===== src/rtl/transpose_pp.sv =====
// transpose_pp: N x N row-in / column-out transpose buffer with ping-pong banks.
// One bank drains columns while the other accepts the next block's rows, so
// a continuous stream moves at one beat per cycle. A per-block bypass flag,
// sampled on row 0, makes the bank emit its rows unchanged instead.
module transpose_pp #(
    parameter int W = 12,
    parameter int N = 8
) (
    input  logic           clk,
    input  logic           rstn,
    input  logic           in_valid,
    output logic           in_ready,
    input  logic [N*W-1:0] in_data,
    input  logic           in_bypass,
    output logic           out_valid,
    input  logic           out_ready,
    output logic [N*W-1:0] out_data,
    output logic           out_last
);

    localparam int            CW   = (N > 1) ? $clog2(N) : 1;
    localparam logic [CW-1:0] LAST = CW'(N - 1);

    // Row storage: mem[bank][row] holds one packed input row.
    logic [N*W-1:0] mem [2][N];

    logic [1:0]    full;
    logic [1:0]    byp;
    logic          wbank;
    logic          rbank;
    logic [CW-1:0] wcnt;
    logic [CW-1:0] rcnt;
    logic          in_fire;
    logic          out_fire;
    logic [N*W-1:0] rrow;

    // Handshakes depend only on registered bank state, never on valid/ready inputs.
    assign in_ready  = ~full[wbank];
    assign out_valid = full[rbank];
    assign in_fire   = in_valid && in_ready;
    assign out_fire  = out_valid && out_ready;
    assign out_last  = out_valid && (rcnt == LAST);

    // Store accepted rows; storage is deliberately left out of reset.
    always_ff @(posedge clk) begin
        if (in_fire) begin
            mem[wbank][wcnt] <= in_data;
        end
    end

    // Bank state, pointers and counters for both sides. A bank being written is
    // never the one being drained, so the two full[] updates never collide.
    always_ff @(posedge clk or negedge rstn) begin
        if (!rstn) begin
            full  <= 2'b00;
            byp   <= 2'b00;
            wbank <= 1'b0;
            rbank <= 1'b0;
            wcnt  <= '0;
            rcnt  <= '0;
        end else begin
            if (in_fire) begin
                if (wcnt == '0) begin
                    byp[wbank] <= in_bypass;
                end
                if (wcnt == LAST) begin
                    full[wbank] <= 1'b1;
                    wcnt        <= '0;
                    wbank       <= ~wbank;
                end else begin
                    wcnt <= wcnt + 1'b1;
                end
            end
            if (out_fire) begin
                if (rcnt == LAST) begin
                    full[rbank] <= 1'b0;
                    rcnt        <= '0;
                    rbank       <= ~rbank;
                end else begin
                    rcnt <= rcnt + 1'b1;
                end
            end
        end
    end

    // Output mux: column rcnt gathered across rows, or row rcnt in bypass; zero when idle.
    always_comb begin
        out_data = '0;
        rrow     = '0;
        if (out_valid) begin
            if (byp[rbank]) begin
                out_data = mem[rbank][rcnt];
            end else begin
                for (int r = 0; r < N; r++) begin
                    rrow                = mem[rbank][r];
                    out_data[W*r +: W]  = rrow[W*int'(rcnt) +: W];
                end
            end
        end
    end

endmodule


===== config.mk =====
export PLATFORM = sky130hd
export DESIGN_NAME = transpose_pp
export DESIGN_NICKNAME = d
export VERILOG_FILES = /design/src/rtl/transpose_pp.sv
export SDC_FILE = /design/constraint.sdc
export NUM_CORES = 2
export LEC_CHECK = 0
export BUFFER_PORTS_ARGS = -buffer_cell sky130_fd_sc_hd__buf_2
export CAP_MARGIN = 20
export CELL_PAD_IN_SITES_DETAIL_PLACEMENT = 1
export CELL_PAD_IN_SITES_GLOBAL_PLACEMENT = 2
export CORE_ASPECT_RATIO = 1.1
export CORE_UTILIZATION = 48
export CTS_CLUSTER_SIZE = 12
export DETAILED_ROUTE_END_ITERATION = 16
export PLACE_DENSITY_LB_ADDON = 0.1
export SYNTH_ARGS = -nofsm -noshare
export SYNTH_HDL_FRONTEND = slang
export SYNTH_SLANG_ARGS = --single-unit

===== constraint.sdc =====
create_clock -name clk -period 10.6 [get_ports clk]
set_clock_uncertainty 0.05 [all_clocks]
set_input_delay 3.18 -clock clk [delete_from_list [all_inputs] [get_ports clk]]
set_output_delay 3.18 -clock clk [all_outputs]
set_load 0.02 [all_outputs]

==> flow_metrics.tcl <==
set metrics [dict create \
    crit_family "buffers and inverters" \
    cp_cell_sequence "buf_4 > buf_12 > mux4_2 > nor2_1 > a2111oi_0 > a21oi_1 > o22ai_1 > buf_2" \
    critPathLaunch "rbank" \
    first_iter_violations 4445 \
    synth_area_um2 70010 \
    core_area_um2 144300 \
    io_buffer_count 199 \
    clock_latency_ns 0.81 \
    cts_tree "yes" \
    timing.fmax_mhz 117.6 \
    die-width_um 366.1 \
    ys_seq_area_share_pct 66.31 \
    critPathCaptureType "output pin" \
    status "finished clean" \
    rsz0062_at_grt "false" \
    finalHoldViolations 0 \
    cts_buffers 165 \
    reg2reg_to "mem[0][712]" \
    cts_resized 0 \
    gp_congestion 0.8076 \
    grt_pass1_vias 44060 \
    post-route-util_pct 53.86 \
    tns_ns 0 \
    cp.required_ns 7.37 \
    leakage_nw 24.58 \
    powerDensity_nw_per_um2 288.7 \
    antenna_found_initial 28 \
    max_stage_delay_ns 0.96 \
    layout_common_cells "edfxtp_1, mux4_2, mux2i_1" \
    synth_nets 4154 \
    clock_path_buffers 3 \
    synth_seq_cells 1548 \
    syn_area_per_cell_um2 17.29 \
    critPathSlowestCell "dfrtp_4" \
    netlist-cell-type-count 79 \
    start_util_pct 48.51 \
    clock-sinks 1548 \
    layout-drive-gt1-share_pct 25.68 \
    cap_violations 0 \
    timing.rr.start "wbank" \
    first_pass_iters 7 \
    drv_slew 0 \
    fin_area_um2 77720 \
    worst_slew_pin_slew_ns 1.160 \
    cp.depth 8 \
    dp_hpwl_mm 136.8 \
    async_flop_share_pct 0.7752 \
    critPathKind "flop to output pin" \
    grt_start_max_net_pins 122 \
    synth-edff-count 1536 \
    setup_ws_ns 2.099 \
    rows 146 \
    worst_ir_drop_vdd_mv 0.2217 \
    dp_cells 5963 \
    totalWireLength_mm 233.6 \
    root_buffer "clkbuf_16" \
    finalNetCount 4312 \
    start_kind "flop" \
    critPathCapture "out_data[80]" \
    grt_use_total_pct 31.73 \
    cts_setup_buffers 0 \
    dpl_worst_slack_ns 2.919 \
    drc 0 \
    htree_levels 4 \
    ff2ff_path_depth 7 \
    r2r_slack_ns 6.43 \
    avgRoutedWirePerCell_um 37.32 \
    synth_cells 4048 \
    ys_warn_count 0 \
    crit_fanout 117 \
    postCtsHoldBufs 0 \
    die_height_um 402.5 \
    grt_pass1_wl_mm 331.2 \
    die_area_um2 147400 \
    path_buf_inv 3 \
    overflow 0 \
    vias 41960 \
    placed_area_um2 72770 \
    fin_crit_sh_pct 80.20 \
    finalSetupViolCount 0 \
    cp_data_arrival_time_ns 5.27 \
    layoutNonFillerInstCount 6259 \
    io_pins 200 \
    ant_nets 0 \
    max-slew-margin-rel_pct 22.35 \
    clkTransAtPathRegs_ns 0.06 \
    hold_class "flop to flop" \
    mostFrequentLayoutCell "edfxtp_1" \
    final.min_clock_period_ns 8.501 \
    ys.flop_type "edfxtp_1" \
    area_growth_pct 11.02 \
    drt-vias-per-instance 6.704 \
]
==> cell usage after synthesis (72+ instances only) <==
cell	count	area, um2
edfxtp_1	1536	46120
mux4_2	411	9256
mux2i_1	319	3193
nor2_1	194	728.2
nand2_1	162	608.1
a21oi_1	157	785.8
mux2_2	128	1441
o21ai_0	119	595.6
buf_2	90	450.4
clkbuf_1	88	330.3
o22ai_1	75	469.2
a211oi_1	72	540.5
==> kinds of logic after synthesis <==
| group | share of synthesized area [%] |
|---|---|
| compound gates | 7.215 |
| fa+ha+maj | 0.08936 |
| mux | 19.84 |
| buf+inv | 2.767 |
| flops | 66.31 |
| simple gates | 3.775 |
==> where the power goes <==
group          switching, mW  internal [mW]
logic                   6.28           3.20
clock network           2.40           3.04
registers              0.280           7.23
==> per-stage QoR <==
step	hold WS [ns]	power, mW
2_1_floorplan	0.4895	13.49
3_3_place_gp	0.5249	16.98
3_5_place_dp	0.5405	17.05
4_1_cts	0.5540	22.48
5_1_grt	0.5915	23.11
6_report	0.5482	22.44
==> state kept, by name (all words and copies together) (netlist names) <==
| name | count |
|---|---|
| mem | 1536 |
| rcnt | 3 |
| wcnt | 3 |
| byp | 2 |
| full | 2 |
| rbank | 1 |
| wbank | 1 |
==> how the worst min path moves through the flow <==
stage,depth (start not counted),slack [ns],from,to
global placement,1,0.52,wcnt[0],wcnt[0]
CTS,1,0.55,wcnt[0],wcnt[0]
finish,1,0.55,wcnt[0],wcnt[0]
global route,1,0.59,wcnt[2],wcnt[2]
detailed placement,1,0.54,wcnt[0],wcnt[0]
floorplan,1,0.49,wcnt[0],wcnt[0]
==> metal layers <==
metal / up-vias / track usage (%) / wire (um)
met5: - / 0 / 144
met4: 22 / 10.97 / 7964
met3: 396 / 5.295 / 16680
met2: 1800 / 52.75 / 115100
met1: 22600 / 42.45 / 93710
li1: 17150 / - / -
==> area by class of cell <==
cell class / count / area (um2)
sequential: 1548 / 46440
timing repair buffer: 295 / 1958
antenna: 8 / 20.02
inverter: 13 / 57.56
clock inverter: 75 / 519.2
multi-input combinational: 2183 / 21900
clock buffer: 213 / 4415
tap: 1924 / 2407
fill: 13060 / 66590
Power figures use the tool's default switching activity.
